===== config.mk =====
export PLATFORM = sky130hd
export DESIGN_NAME = captura_de_datos_multiformato
export DESIGN_NICKNAME = d
export VERILOG_FILES = /design/src/rtl/captura_de_datos_multiformato.sv
export SDC_FILE = /design/constraint.sdc
export NUM_CORES = 1
export LEC_CHECK = 0
export BUFFER_PORTS_ARGS = -buffer_cell sky130_fd_sc_hd__buf_2
export CORE_AREA = 2 2 93 95
export CTS_CLUSTER_SIZE = 40
export DETAILED_ROUTE_END_ITERATION = 16
export DIE_AREA = 0 0 95 97
export PLACE_DENSITY = 0.63
export SYNTH_ARGS = -nofsm -noshare
export SYNTH_HDL_FRONTEND = slang
export SYNTH_SLANG_ARGS = --single-unit
export TNS_END_PERCENT = 1

===== constraint.sdc =====
create_clock -name PCLK -period 5.3 [get_ports PCLK]
set_input_delay 0.265 -clock PCLK [delete_from_list [all_inputs] [get_ports PCLK]]
set_output_delay 0.265 -clock PCLK [all_outputs]
set_load 0.05 [all_outputs]

===== src/rtl/captura_de_datos_multiformato.sv =====
// -----------------------------------------------------------------------------
// captura_de_datos_multiformato
//
// OV7670 pixel capture for the PCLK domain. Pairs of camera bytes (RGB565,
// high byte first) become one pixel. Each kept pixel is written to the
// frame-buffer DP RAM as RGB332, RGB444 or RGB565, with optional X/Y
// decimation. A frame is captured only if EN is high when VSYNC falls.
// Writes beyond DEPTH are dropped and raise OVF. A line that closes on an
// odd byte count raises LINE_ERR.
//
// Ports
//   PCLK            in   pixel clock (only clock)
//   RST             in   asynchronous active-high reset
//   VSYNC           in   vertical sync, high during vertical blanking
//   HREF            in   line valid
//   D[7:0]          in   camera data byte
//   MODE[1:0]       in   00 RGB332, 01 RGB444, 10 RGB565, 11 as RGB332
//   EN              in   capture arm, sampled at frame start
//   DP_RAM_data_in  out  pixel word, LSB-aligned
//   DP_RAM_addr_in  out  RAM write address
//   DP_RAM_regW     out  one-cycle write strobe
//   FRAME_DONE      out  one-cycle pulse at the end of a captured frame
//   OVF             out  frame produced more kept pixels than DEPTH
//   LINE_ERR        out  a line closed with a half pixel pending
//   BUSY            out  high while a frame is being captured
// -----------------------------------------------------------------------------
module captura_de_datos_multiformato #(
    parameter int AW    = 17,
    parameter int DEPTH = 19200,
    parameter int DEC_X = 1,
    parameter int DEC_Y = 1
) (
    input  logic          PCLK,
    input  logic          RST,
    input  logic          VSYNC,
    input  logic          HREF,
    input  logic [7:0]    D,
    input  logic [1:0]    MODE,
    input  logic          EN,
    output logic [15:0]   DP_RAM_data_in,
    output logic [AW-1:0] DP_RAM_addr_in,
    output logic          DP_RAM_regW,
    output logic          FRAME_DONE,
    output logic          OVF,
    output logic          LINE_ERR,
    output logic          BUSY
);

    localparam logic [1:0] S_IDLE   = 2'd0;
    localparam logic [1:0] S_BLANK  = 2'd1;
    localparam logic [1:0] S_ACTIVE = 2'd2;
    localparam logic [1:0] S_SKIP   = 2'd3;

    localparam logic [AW-1:0] DEPTH_W = AW'(DEPTH);
    // Decimation factors are powers of two, so "mod" is a mask.
    localparam logic [9:0]    X_MASK  = 10'(DEC_X - 1);
    localparam logic [9:0]    Y_MASK  = 10'(DEC_Y - 1);

    // Packs the two camera bytes into the selected output format.
    function automatic logic [15:0] format_pixel(input logic [1:0] mode,
                                                 input logic [7:0] b1,
                                                 input logic [7:0] b2);
        logic [15:0] pix;
        case (mode)
            2'b01:   pix = {4'h0, b1[7:4], b1[2:0], b2[7], b2[4:1]};
            2'b10:   pix = {b1, b2};
            default: pix = {8'h00, b1[7:5], b1[2:0], b2[4:3]};
        endcase
        return pix;
    endfunction

    logic [1:0]    state_q,  state_d;
    logic          vs_q,     href_q;
    logic [1:0]    mode_q,   mode_d;
    logic          phase_q,  phase_d;
    logic [7:0]    b1_q,     b1_d;
    logic [9:0]    x_q,      x_d;
    logic [9:0]    y_q,      y_d;
    logic [AW-1:0] wr_ptr_q, wr_ptr_d;
    logic [15:0]   data_q,   data_d;
    logic [AW-1:0] addr_q,   addr_d;
    logic          regw_q,   regw_d;
    logic          done_q,   done_d;
    logic          ovf_q,    ovf_d;
    logic          lerr_q,   lerr_d;
    logic          busy_q,   busy_d;

    logic          vs_rise, vs_fall, href_fall, keep_pix;

    assign vs_rise   = VSYNC & ~vs_q;
    assign vs_fall   = ~VSYNC & vs_q;
    assign href_fall = href_q & ~HREF;
    assign keep_pix  = ((x_q & X_MASK) == 10'd0) && ((y_q & Y_MASK) == 10'd0);

    // Next-state logic: frame sequencing, byte pairing, decimation and writes.
    always_comb begin
        state_d  = state_q;
        mode_d   = mode_q;
        phase_d  = phase_q;
        b1_d     = b1_q;
        x_d      = x_q;
        y_d      = y_q;
        wr_ptr_d = wr_ptr_q;
        data_d   = data_q;
        addr_d   = addr_q;
        regw_d   = 1'b0;
        done_d   = 1'b0;
        ovf_d    = ovf_q;
        lerr_d   = lerr_q;

        case (state_q)
            S_IDLE: begin
                // Wait for blanking so a frame already in progress is skipped.
                if (VSYNC) begin
                    state_d = S_BLANK;
                end else begin
                    state_d = S_IDLE;
                end
            end
            S_BLANK: begin
                if (vs_fall) begin
                    if (EN) begin
                        state_d  = S_ACTIVE;
                        mode_d   = MODE;
                        ovf_d    = 1'b0;
                        lerr_d   = 1'b0;
                        wr_ptr_d = '0;
                        x_d      = 10'd0;
                        y_d      = 10'd0;
                        phase_d  = 1'b0;
                    end else begin
                        state_d = S_SKIP;
                    end
                end else begin
                    state_d = S_BLANK;
                end
            end
            S_ACTIVE: begin
                if (vs_rise) begin
                    // Frame end takes priority over any byte on this edge.
                    state_d = S_BLANK;
                    done_d  = 1'b1;
                end else if (HREF && !VSYNC) begin
                    if (!phase_q) begin
                        b1_d    = D;
                        phase_d = 1'b1;
                    end else begin
                        phase_d = 1'b0;
                        x_d     = x_q + 10'd1;
                        if (keep_pix) begin
                            if (wr_ptr_q < DEPTH_W) begin
                                data_d   = format_pixel(mode_q, b1_q, D);
                                addr_d   = wr_ptr_q;
                                regw_d   = 1'b1;
                                wr_ptr_d = wr_ptr_q + AW'(1);
                            end else begin
                                ovf_d = 1'b1;
                            end
                        end else begin
                            wr_ptr_d = wr_ptr_q;
                        end
                    end
                end else if (href_fall) begin
                    y_d = y_q + 10'd1;
                    x_d = 10'd0;
                    // A pending first byte means the line ended mid-pixel.
                    if (phase_q) begin
                        lerr_d  = 1'b1;
                        phase_d = 1'b0;
                    end else begin
                        phase_d = 1'b0;
                    end
                end else begin
                    state_d = S_ACTIVE;
                end
            end
            S_SKIP: begin
                if (vs_rise) begin
                    state_d = S_BLANK;
                end else begin
                    state_d = S_SKIP;
                end
            end
            default: begin
                state_d = S_IDLE;
            end
        endcase

        busy_d = (state_d == S_ACTIVE);
    end

    // State and output registers.
    always_ff @(posedge PCLK or posedge RST) begin
        if (RST) begin
            state_q  <= S_IDLE;
            vs_q     <= 1'b0;
            href_q   <= 1'b0;
            mode_q   <= 2'b00;
            phase_q  <= 1'b0;
            b1_q     <= 8'h00;
            x_q      <= 10'd0;
            y_q      <= 10'd0;
            wr_ptr_q <= '0;
            data_q   <= 16'h0000;
            addr_q   <= '0;
            regw_q   <= 1'b0;
            done_q   <= 1'b0;
            ovf_q    <= 1'b0;
            lerr_q   <= 1'b0;
            busy_q   <= 1'b0;
        end else begin
            state_q  <= state_d;
            vs_q     <= VSYNC;
            href_q   <= HREF;
            mode_q   <= mode_d;
            phase_q  <= phase_d;
            b1_q     <= b1_d;
            x_q      <= x_d;
            y_q      <= y_d;
            wr_ptr_q <= wr_ptr_d;
            data_q   <= data_d;
            addr_q   <= addr_d;
            regw_q   <= regw_d;
            done_q   <= done_d;
            ovf_q    <= ovf_d;
            lerr_q   <= lerr_d;
            busy_q   <= busy_d;
        end
    end

    assign DP_RAM_data_in = data_q;
    assign DP_RAM_addr_in = addr_q;
    assign DP_RAM_regW    = regw_q;
    assign FRAME_DONE     = done_q;
    assign OVF            = ovf_q;
    assign LINE_ERR       = lerr_q;
    assign BUSY           = busy_q;

endmodule

==> results of run 1 <==
## layout make-up
type | instances | area share [%]
clock inverters | 3 | 0.506
repair buffers | 54 | 7.42
well taps | 105 | 3.54
multi-input cells | 196 | 35.5
clock buffers | 13 | 4.28
inverters | 15 | 1.52
flip-flops and latches | 70 | 47.2
## synth_stat cells (2+ instances only)
cell type / n
sky130_fd_sc_hd__nor4_1: 3
sky130_fd_sc_hd__and4_1: 3
sky130_fd_sc_hd__o311ai_0: 2
sky130_fd_sc_hd__mux2_1: 2
sky130_fd_sc_hd__nand2b_1: 2
sky130_fd_sc_hd__o21ai_0: 46
sky130_fd_sc_hd__a22oi_1: 12
sky130_fd_sc_hd__clkbuf_1: 10
sky130_fd_sc_hd__ha_1: 3
sky130_fd_sc_hd__nand2_1: 27
sky130_fd_sc_hd__nor2_1: 4
sky130_fd_sc_hd__nand4_1: 4
sky130_fd_sc_hd__o211ai_1: 4
sky130_fd_sc_hd__nor2b_1: 2
sky130_fd_sc_hd__a21o_1: 2
sky130_fd_sc_hd__o221ai_1: 4
sky130_fd_sc_hd__or4_1: 5
sky130_fd_sc_hd__o31a_1: 3
sky130_fd_sc_hd__a21oi_1: 7
sky130_fd_sc_hd__dfrtp_1: 70
sky130_fd_sc_hd__buf_2: 4
sky130_fd_sc_hd__o31ai_1: 5
sky130_fd_sc_hd__a31oi_1: 7
sky130_fd_sc_hd__and2_1: 3
sky130_fd_sc_hd__mux2_2: 21
sky130_fd_sc_hd__nand3b_1: 2
sky130_fd_sc_hd__inv_1: 14
sky130_fd_sc_hd__nand3_1: 9
## routing by layer
layer / share of wire [%] / GRT usage [%]
met5: 0 / 0
met4: 2.3 / 8.03
met2: 45 / 24.3
met1: 48 / 24.5
met3: 5.0 / 3.50
## cells by family (layout without fill, tap and decap cells)
group           after synthesis  after routing  synth area share, %
simple gates                 71             71                 12.5
fa+ha+maj                     3              3                 1.17
mux                          23             23                 8.10
buf+inv                      30             85                 3.92
compound gates               99             99                 19.5
flops                        70             70                 54.8
## sequential cells by signal (all words and copies together) (netlist names), 2 cells and up
name            flops
DP_RAM_addr_in     17
mode_q              2
DP_RAM_data_in     16
b1_q                8
wr_ptr_q           17
state_q             2
## power breakdown
part / internal (mW) / switching, mW / total (mW)
registers: 0.626 / 0.0961 / 0.722
logic: 0.133 / 0.252 / 0.385
clock network: 0.195 / 0.198 / 0.393
## path summary, 6_finish.rpt
| check | start | end | slack (ps) | depth (start not counted) |
|---|---|---|---|---|
| setup / recovery | state_q[0]$_DFF_PP0_ | wr_ptr_q[2]$_DFFE_PP0P_ | 3030 | 4 |
| hold / removal | HREF | href_q$_DFF_PP0_ | 80 | 1 |
| setup reg to reg | state_q[0]$_DFF_PP0_ | wr_ptr_q[2]$_DFFE_PP0P_ | 3030 | 4 |
| min in group asynchronous | RST | DP_RAM_regW$_DFF_PP0_ | 180 | 3 |
| hold reg to reg | DP_RAM_addr_in[16]$_DFFE_PP0P_ | DP_RAM_addr_in[16]$_DFFE_PP0P_ | 480 | 1 |
| max in group asynchronous | RST | wr_ptr_q[7]$_DFFE_PP0P_ | 4540 | 3 |
==> metrics.md, run 1 <==
| Metric | Value |
|---|---|
| Biggest area contributors in the synthesized netlist | `sky130_fd_sc_hd__dfrtp_1 (55%), sky130_fd_sc_hd__mux2_2 (7.4%), sky130_fd_sc_hd__o21ai_0 (7.2%), sky130_fd_sc_hd__nand2_1 (3.2%), sky130_fd_sc_hd__a22oi_1 (2.8%)` |
| Share of the clock period used by the worst path | `42.8%` |
| # port buffers | `52` |
| Global-route congestion overflow total | `0` |
| Number of max-slew violations in the final report | `0` |
| CTS Hold Bufs | `0` |
| Final hold slack | `80.1 ps` |
| Total detailed-routing wirelength | `7230 um` |
| Worst path top cell family by delay | `simple AND/OR/NAND/NOR gates` |
| Area of all sequential standard cells | `approximately 1800 um^2` |
| Maximum count of clock buffers along a single path | `2` |
| 1st-iter DRT viols | `119` |
| Total instance count after detailed placement | `440` |
| Die extent in y | `roughly 97 um` |
| Highest net fanout along the worst path | `27` |
| Placer Congestion | `roughly 0.75` |
| Buffers and inverters on the worst path | `0` |
| Area of the core | `roughly 8000 um^2` |
| Slowest-stage cell, CP | `sky130_fd_sc_hd__or2_0` |
| Worst hold-check path type | `input port to register` |
| # setup viols final | `0` |
| Clock-pin slew on the worst setup and hold paths | `~70 ps` |
| Avg Cell Area, Syn | `around 11 um^2` |
| Number of detailed-route iterations in the first pass | `4` |
| Post-route setup TNS | `0 ps` |
| Antenna Nets Post-Route | `0` |
| Ratio of total power to cell area | `approximately 400 nW/um^2` |
| Synthesis-stage register bit count | `70` |
| DP Worst Slack | `3060 ps` |
| Area added between synthesis and finish | `16.1%` |
| Vias in the first global route | `about 2400` |
| Most area-hungry cell type in the Yosys netlist | `sky130_fd_sc_hd__dfrtp_1` |
| EDFF count, synth | `0` |
| Final cell count without fillers | `between 400 and 500` |
| Post-synthesis cell area | `roughly 3200 um^2` |
| Nature of the critical path startpoint | `register` |
| Highest-count cells in the layout ignoring fill and taps | `sky130_fd_sc_hd__dfrtp_1 (70), sky130_fd_sc_hd__buf_2 (52), sky130_fd_sc_hd__o21ai_0 (46), sky130_fd_sc_hd__nand2_1 (27), sky130_fd_sc_hd__mux2_2 (21)` |
| Number of warnings issued by yosys | `0` |
| Resize count post-CTS | `0` |
| Layout cell share with drive strength beyond 1 | `27.9%` |
| Final hold vios | `0` |
| Number of standard-cell rows in the floorplan | `33` |
| Insertion delay to the later sink of the worst-skew pair | `350 ps` |
| Initial antenna violation count | `0` |
| Largest stage delay, worst path | `between 900 and 1000 ps` |
| Clock sinks | `70` |
| Antenna diode instance count | `0` |
| Smallest setup slack after layout | `3030 ps` |
| Final Instance Area | `3710 um^2` |
| Area of the die | `a little over 9000 um^2` |
| IO Pins | `53` |
| Number of standard cells after synthesis | `just under 300` |
| Buffers inserted during post-CTS setup optimization | `0` |
| Critical path class | `register to register` |
| Result of the run | `finished clean` |
| Transition time at the pin with the least slew margin | `1310 ps` |
| Post-Synthesis Net Count | `314` |
| CP Data Required Time | `5570 ps` |
| Routed wirelength normalized by instance count | `15.8 um` |
| Post-synthesis sequential area ratio | `54.8%` |
| Highest attainable clock frequency | `441 MHz` |
| Largest net degree at the start of global routing | `71` |
| Maximum vdd ir drop | `~0.23 mV` |
| CTS tree | `built` |
| # Max-Cap Violations | `0` |
| Final net count | `around 360` |
| Post-detailed-route via-to-cell ratio | `5.48` |
| Detail Placement HPWL | `about 4900 um` |
| Relative slew slack | `between 10% and 20%` |
| Remaining design rule violation count | `0` |
| Number of H-tree levels | `3` |
| WP data arrival | `2530 ps` |
| Global-route wire length before repair | `between 10000 and 15000 um` |
| Initial core utilization | `between 30% and 40%` |
| Total track usage | `~17%` |
| Synth top area share | `approximately 55%` |
| Die extent in x | `95 um` |
| Setup crit end kind | `register` |
| Async set-or-reset flop fraction in the synthesized netlist | `100%` |
| Clock period minus worst slack | `about 2300 ps` |
| Via count of the routed design | `between 2000 and 3000` |
| Maximum clock skew at final layout | `10.6 ps` |
| Instance area after placement | `3530 um^2` |
| Area used by multi-input combinational logic | `~1300 um^2` |
| Utilization of the core after routing | `between 40 and 50%` |
| CTS Buf Count | `9` |
| Unrepaired setup endpoints after global routing | `false` |
| Most common cell after layout, fill and taps aside | `sky130_fd_sc_hd__dfrtp_1` |
| Cells traversed along the worst timing path | `nand3b_4 -> or2_0 -> nand2_1 -> a31oi_1` |
| Leakage power total | `approximately 1.8 nW` |
| Filler instances | `799` |
| Overall power after layout | `1.50 mW` |
| Prevailing post-synth register cell | `sky130_fd_sc_hd__dfrtp_1` |
| Netlist cell types | `44` |
| Clock root buffer | `sky130_fd_sc_hd__clkbuf_8` |
Power figures use the tool's default switching activity.
==> inputs of run 2 (changes only) <==
ABC_AREA = 1   (was not set)
CORE_AREA = 2 2 96 98   (was 2 2 93 95)
DIE_AREA = 0 0 98 100   (was 0 0 95 97)
PLACE_DENSITY = 0.65   (was 0.63)
clock period = 1.8 ns   (was 5.3 ns; I/O delays follow)
==> run 2 against run 1 <==
Compared with the run above:
- fmax is 41% higher
- first-iteration DRC count is 4.2% higher
- synthesized cell count is 42% higher
- critical path depth is 3 higher
- non-clock buffer count is 11 higher
- global-route usage is 1.0 points lower
- critical path type unchanged
- largest power group unchanged
- highest routed layer unchanged
==> metrics.md, run 2 <==
| Metric | Value |
|---|---|
| Filler instances | `around 880` |
| Highest-count cells in the layout ignoring fill and taps | `sky130_fd_sc_hd__nand2_1 (152), sky130_fd_sc_hd__dfrtp_1 (70), sky130_fd_sc_hd__buf_2 (52), sky130_fd_sc_hd__inv_1 (37), sky130_fd_sc_hd__nor2_1 (28)` |
| Cell depth of the worst flop-to-flop path | `7` |
| Most frequent cell after synthesis | `sky130_fd_sc_hd__nand2_1` |
| Initial antenna violation count | `0` |
| Most common cell after layout, fill and taps aside | `sky130_fd_sc_hd__nand2_1` |
| CP Data Required Time | `2060 ps` |
| Clock sinks | `70` |
| Highest attainable clock frequency | `between 600 and 700 MHz` |
| Total detailed-routing wirelength | `slightly below 8000 um` |
| CTS tree | `built` |
| Hold path cells | `3` |
| Critical path class | `register to register` |
| Utilization of the core after routing | `45.8%` |
| Buffers inserted during post-CTS setup optimization | `0` |
| Number of standard-cell rows in the floorplan | `35` |
| Async set-or-reset flop fraction in the synthesized netlist | `100%` |
| Synth top area share | `between 50% and 60%` |
| Biggest area contributors in the synthesized netlist | `sky130_fd_sc_hd__dfrtp_1 (51%), sky130_fd_sc_hd__nand2_1 (17%), sky130_fd_sc_hd__inv_1 (4.2%), sky130_fd_sc_hd__nand3_1 (3.4%), sky130_fd_sc_hd__nor2_1 (3.1%)` |
| Total track usage | `~16%` |
| Number of standard cells after synthesis | `roughly 420` |
| Ratio of total power to cell area | `~1200 nW/um^2` |
| Number of detailed-route iterations in the first pass | `4` |
| Avg Cell Area, Syn | `slightly above 8 um^2` |
| Cell types with the highest counts after synthesis | `sky130_fd_sc_hd__nand2_1 (152), sky130_fd_sc_hd__dfrtp_1 (70), sky130_fd_sc_hd__inv_1 (38)` |
| CTS Buf Count | `9` |
| Global-route congestion overflow total | `0` |
| Total instance count after detailed placement | `about 580` |
| Area added between synthesis and finish | `18.6%` |
| Global-route wire length before repair | `roughly 13000 um` |
| Insertion delay to the later sink of the worst-skew pair | `roughly 340 ps` |
| Die extent in y | `100 um` |
| Prevailing post-synth register cell | `sky130_fd_sc_hd__dfrtp_1` |
| Largest net degree at the start of global routing | `about 70` |
| Nature of the critical path startpoint | `register` |
| Number of max-slew violations in the final report | `0` |
| Highest net fanout along the worst path | `27` |
| Detail Placement HPWL | `between 5000 and 6000 um` |
| Number of warnings issued by yosys | `0` |
| Clock period minus worst slack | `~1600 ps` |
| Layout cell share with drive strength beyond 1 | `20.9%` |
| Vias in the first global route | `between 2000 and 3000` |
| Netlist cell types | `26` |
| Post-route setup TNS | `0 ps` |
| Hold path start | `D[5]` |
| Area of the core | `~8900 um^2` |
| Final net count | `between 500 and 600` |
| Area of the die | `9800 um^2` |
| # port buffers | `52` |
| IO Pins | `53` |
| Relative slew slack | `67.1%` |
| Antenna diode instance count | `0` |
| Die extent in x | `roughly 98 um` |
| 1st-iter DRT viols | `~120` |
| Setup crit end kind | `register` |
| Unrepaired setup endpoints after global routing | `false` |
| Final hold vios | `0` |
| Initial core utilization | `38.6%` |
| Post-Synthesis Net Count | `437` |
| Antenna Nets Post-Route | `0` |
| RR Endpoint | `DP_RAM_data_in[4]$_DFFE_PP0P_` |
| Placer Congestion | `0.908` |
| Clock-pin slew on the worst setup and hold paths | `about 80 ps` |
| Worst hold-check path type | `input port to register` |
| # setup viols final | `0` |
| Post-detailed-route via-to-cell ratio | `4.85` |
| Remaining design rule violation count | `0` |
| Transition time at the pin with the least slew margin | `between 400 and 500 ps` |
| Share of the clock period used by the worst path | `about 89%` |
| Maximum vdd ir drop | `0.730 mV` |
| Clock root buffer | `sky130_fd_sc_hd__clkbuf_8` |
| Maximum count of clock buffers along a single path | `2` |
| Via count of the routed design | `approximately 2900` |
| Register-to-register path setup slack | `190 ps` |
| Most area-hungry cell type in the Yosys netlist | `sky130_fd_sc_hd__dfrtp_1` |
| Post-synthesis sequential area ratio | `approximately half` |
| WP data arrival | `around 1900 ps` |
| Synthesis-stage register bit count | `70` |
| Worst min-delay path endpoint | `b1_q[5]$_DFFE_PP0P_` |
| Maximum clock skew at final layout | `7.21 ps` |
| Leakage power total | `2.17 nW` |
| # Max-Cap Violations | `0` |
| Routed wirelength normalized by instance count | `12.9 um` |
| Result of the run | `finished clean` |
| Number of H-tree levels | `3` |
| EDFF count, synth | `0` |
| Post-synthesis cell area | `3430 um^2` |
| Final cell count without fillers | `600` |
| Startpoint of the most critical register-to-register path | `wr_ptr_q[11]$_DFFE_PP0P_` |
[run 2: changes by cell type after synthesis, sizes merged, moves of 12 or more]
cell	before	now
a22oi	12	0
inv	15	43
mux2	23	0
nand2	28	158
nand3	9	24
nor2	5	33
[run 2: worst max-delay path by stage]
stage	startpoint	cells past startpoint	end
floorplan	mode_q[0]$_DFFE_PP0P_	5	DP_RAM_data_in[5]$_DFFE_PP0P_
global placement	state_q[0]$_DFF_PP0_	9	DP_RAM_data_in[8]$_DFFE_PP0P_
detailed placement	wr_ptr_q[11]$_DFFE_PP0P_	9	DP_RAM_addr_in[2]$_DFFE_PP0P_
CTS	wr_ptr_q[11]$_DFFE_PP0P_	9	DP_RAM_addr_in[2]$_DFFE_PP0P_
global route	state_q[0]$_DFF_PP0_	9	DP_RAM_addr_in[6]$_DFFE_PP0P_
finish	wr_ptr_q[11]$_DFFE_PP0P_	7	DP_RAM_data_in[4]$_DFFE_PP0P_
[run 2: logic make-up after synthesis]
kind of cell | Yosys count | synth area share (%)
xor+xnor | 3 | 0.767
fa+ha+maj | 3 | 1.10
compound gates | 54 | 8.83
flops | 70 | 51.1
buf+inv | 55 | 7.81
simple gates | 226 | 28.1
mux | 8 | 2.34
[run 2: what timing repair did]
action	in CTS	in global routing
resized for setup	0	1
setup endpoints to repair	0	10
endpoints found under the hold margin	74	0
hold buffers	5	0
[run 2: final cells by class]
cell class / count / area (um^2) / share of cell area, %
flip-flops and latches: 70 / 1750 / 43.1
well taps: 111 / 139 / 3.41
clock buffers: 10 / 138 / 3.38
inverters: 43 / 168 / 4.12
clock inverters: 6 / 68.8 / 1.69
multi-input cells: 295 / 1420 / 34.9
repair buffers: 65 / 383 / 9.41
[run 2: routing by layer]
layer / up-vias / routed length [um] / GRT usage (%)
met5: - / 0 / 0
met4: 0 / 119 / 5.77
met3: 10 / 429 / 4.04
met2: 81 / 3580 / 25.9
met1: 1356 / 3580 / 20.9
li1: 1465 / - / -
[run 2: where the power goes]
| part | switching [mW] | total, mW | internal [mW] |
|---|---|---|---|
| clock network | 0.615 | 1.30 | 0.687 |
| registers | 0.187 | 2.01 | 1.83 |
| logic | 1.12 | 1.64 | 0.528 |
| total | 1.92 | 4.96 | 3.04 |
[run 2: stage by stage]
step / power [mW] / setup WS, ps / area, um^2 / hold slack, ps
after global routing: 5.29 / 3.46 / 4070 / 31.0
after detailed placement: 3.68 / 112 / 3800 / 221
after floorplan: 3.28 / 264 / 3430 / 121
after CTS: 5.01 / 108 / 4050 / 10.8
after global placement: 3.66 / 191 / 3800 / 218
final: 4.96 / 189 / 4070 / 25.9
[run 2: critical path: stages (launching register included)]
cell,delay [ps]
sky130_fd_sc_hd__dfrtp_1,440
sky130_fd_sc_hd__nand2_1,130
sky130_fd_sc_hd__nand2_1,60
sky130_fd_sc_hd__nand3_1,100
sky130_fd_sc_hd__nand2_1,100
sky130_fd_sc_hd__nor2_4,220
sky130_fd_sc_hd__nand2_4,260
sky130_fd_sc_hd__o21ai_0,230
==> inputs of run 3 (changes only) <==
CORE_AREA = 2 2 69 136   (was 2 2 96 98)
DIE_AREA = 0 0 71 138   (was 0 0 98 100)
==> run 3 against run 2 <==
Compared with the run above:
- die area about the same
- sequential power about the same
- power is 12% higher
- largest power group unchanged
- count of clock-buffer cells in the layout increased by 2
- clock skew shrank 3.0 ps
- largest cell class unchanged
- non-clock buffer count grew 2
- highest routed layer unchanged
- first-iteration DRC count grew 100%
- sequential cell count is the same
- critical path depth stayed put
==> metrics.md, run 3 (synthesized netlist as in run 2, its figures left out) <==
| Metric | Value |
|---|---|
| Hold path start | `D[5]` |
| Register-to-register path setup slack | `about 200 ps` |
| Leakage power total | `2.24 nW` |
| Share of the clock period used by the worst path | `between 80% and 90%` |
| Antenna diode instance count | `0` |
| Most common cell after layout, fill and taps aside | `sky130_fd_sc_hd__nand2_1` |
| Metal1 wirelength | `around 3200 um` |
| Highest attainable clock frequency | `roughly 630 MHz` |
| Max layer used | `met4` |
| Cell mode on critical path | `sky130_fd_sc_hd__nand2_1` |
| Combinational cell fraction of total power | `29.8%` |
| Clock root buffer | `sky130_fd_sc_hd__clkbuf_16` |
| Met2 WL post-DR | `approximately 4600 um` |
| Initial antenna violation count | `0` |
| Unrepaired setup endpoints after global routing | `false` |
| WP data arrival | `around 1900 ps` |
| Area of the core | `around 8900 um^2` |
| # port buffers | `52` |
| Global-route wire length before repair | `approximately 14000 um` |
| Slowest-stage cell, CP | `sky130_fd_sc_hd__dfrtp_1` |
| Result of the run | `finished clean` |
| Largest net degree at the start of global routing | `56` |
| # setup viols final | `0` |
| Worst hold-check path type | `input port to register` |
| Clock-pin slew on the worst setup and hold paths | `roughly 60 ps` |
| Die extent in x | `just over 70 um` |
| CP Data Required Time | `2060 ps` |
| Number of max-slew violations in the final report | `0` |
| Cell internal power dissipation | `3.60 mW` |
| DP Worst Slack | `approximately 130 ps` |
| Worst path top cell family by delay | `simple AND/OR/NAND/NOR gates` |
| Maximum vdd ir drop | `roughly 0.6 mV` |
| Highest-count cells in the layout ignoring fill and taps | `sky130_fd_sc_hd__nand2_1 (152), sky130_fd_sc_hd__dfrtp_1 (70), sky130_fd_sc_hd__buf_2 (52), sky130_fd_sc_hd__inv_1 (37), sky130_fd_sc_hd__nor2_1 (28)` |
| Final hold slack | `around 50 ps` |
| Clk network pwr share | `33.9%` |
| Setup crit end kind | `register` |
| Utilization of the core after routing | `a little under half` |
| Hold path cells | `3` |
| Relative slew slack | `64.3%` |
| Insertion delay to the later sink of the worst-skew pair | `about 340 ps` |
| Via count of the routed design | `2943` |
| Remaining design rule violation count | `0` |
| Ratio of total power to cell area | `approximately 1300 nW/um^2` |
| Final Instance Area | `approximately 4200 um^2` |
| Die extent in y | `138 um` |
| Switching Share | `35.3%` |
| Smallest setup slack after layout | `approximately 200 ps` |
| Layout cell share with drive strength beyond 1 | `between 20 and 25%` |
| Cell depth of the worst flop-to-flop path | `7` |
| Final hold vios | `0` |
| Highest net fanout along the worst path | `27` |
| Nature of the critical path startpoint | `register` |
| # Max-Cap Violations | `0` |
| Instance area after placement | `approximately 3800 um^2` |
| Worst min-delay path endpoint | `b1_q[5]$_DFFE_PP0P_` |
| CTS Buf Count | `9` |
| Total detailed-routing wirelength | `a little over 8000 um` |
| Initial core utilization | `roughly two fifths` |
| Clock period minus worst slack | `roughly 1600 ps` |
| Met3 routed wirelength | `approximately 270 um` |
| Filler instances | `~850` |
| Number of detailed-route iterations in the first pass | `4` |
| RR Endpoint | `DP_RAM_data_in[1]$_DFFE_PP0P_` |
| CTS tree | `built` |
| 1st-iter DRT viols | `250` |
| Reg power frac | `around 36%` |
| Global-route congestion overflow total | `0` |
| Total instance count after detailed placement | `571` |
| Final net count | `504` |
| Routed wirelength normalized by instance count | `approximately 14 um` |
| Number of standard-cell rows in the floorplan | `between 40 and 50` |
| Maximum clock skew at final layout | `between 4 and 5 ps` |
| Largest stage delay, worst path | `~440 ps` |
| Cells traversed along the worst timing path | `nand2_1 -> nand2_1 -> nand3_1 -> nand2_1 -> nor2_4 -> nand2_4 -> o21ai_0` |
| Area of the die | `~10000 um^2` |
| Startpoint of the most critical register-to-register path | `wr_ptr_q[10]$_DFFE_PP0P_` |
| Final cell count without fillers | `593` |
| Transition time at the pin with the least slew margin | `534 ps` |
| Placer Congestion | `just under 0.9` |
| Maximum count of clock buffers along a single path | `2` |
| Number of H-tree levels | `3` |
| Area added between synthesis and finish | `22.0%` |
| Buffers and inverters on the worst path | `0` |
| Clock sinks | `70` |
| Overall power after layout | `approximately 5.6 mW` |
| Vias in the first global route | `2834` |
| Critical path class | `register to register` |
| IO Pins | `53` |
| Post-route setup TNS | `0 ps` |
| Antenna Nets Post-Route | `0` |
| Total track usage | `between 15 and 20%` |
| Detail Placement HPWL | `about 6000 um` |
| Net switching power | `a little under 2 mW` |
| Post-detailed-route via-to-cell ratio | `4.96` |
==> run 3: layer usage <==
layer  GRT usage [%]  vias to the layer above
li1                -                     1476
met1            19.5                     1389
met2            31.4                       64
met3            2.77                       14
met4            10.5                        0
met5               0                        -
==> run 3: power groups by stage <==
stage	sequential, mW	combinational [mW]	clock (mW)
floorplan	2.31	0.963	0
detailed placement	2.04	1.65	0
global placement	2.03	1.62	0
CTS	2.02	1.66	1.92
global route	2.05	1.83	1.99
finish	2.02	1.66	1.89
==> run 3: what timing repair did <==
action                                 in CTS  in global routing
setup buffers                               0                  0
setup endpoints to repair                   0                 10
resized for setup                           0                  1
hold buffers                                5                  0
endpoints found under the hold margin      25                  0
==> run 3: final cells by class <==
cell class | instances | area (um^2) | share of cell area [%]
sequential | 70 | 1750 | 41.9
clock inverter | 4 | 70.1 | 1.68
timing repair buffer | 67 | 398 | 9.52
inverter | 43 | 168 | 4.01
clock buffer | 12 | 246 | 5.89
tap | 102 | 128 | 3.05
multi-input combinational | 295 | 1420 | 34.0
==> run 3: worst reg2reg max path, stage by stage (launching register included) <==
cell                      delay, ps
sky130_fd_sc_hd__dfrtp_1        440
sky130_fd_sc_hd__nand2_1        120
sky130_fd_sc_hd__nand2_1         60
sky130_fd_sc_hd__nand3_1         90
sky130_fd_sc_hd__nand2_1         90
sky130_fd_sc_hd__nor2_4         230
sky130_fd_sc_hd__nand2_4        260
sky130_fd_sc_hd__o21ai_0        230
==> run 3: worst max path at each step <==
stage | endpoint | slack [ps] | cells after the start | start
6_report | DP_RAM_data_in[1]$_DFFE_PP0P_ | 200 | 7 | wr_ptr_q[10]$_DFFE_PP0P_
5_1_grt | wr_ptr_q[10]$_DFFE_PP0P_ | 40 | 8 | wr_ptr_q[13]$_DFFE_PP0P_
4_1_cts | DP_RAM_addr_in[6]$_DFFE_PP0P_ | 100 | 9 | wr_ptr_q[10]$_DFFE_PP0P_
3_5_place_dp | DP_RAM_data_in[8]$_DFFE_PP0P_ | 130 | 9 | wr_ptr_q[10]$_DFFE_PP0P_
3_3_place_gp | DP_RAM_data_in[8]$_DFFE_PP0P_ | 200 | 9 | wr_ptr_q[10]$_DFFE_PP0P_
2_1_floorplan | DP_RAM_data_in[5]$_DFFE_PP0P_ | 260 | 5 | mode_q[0]$_DFFE_PP0P_
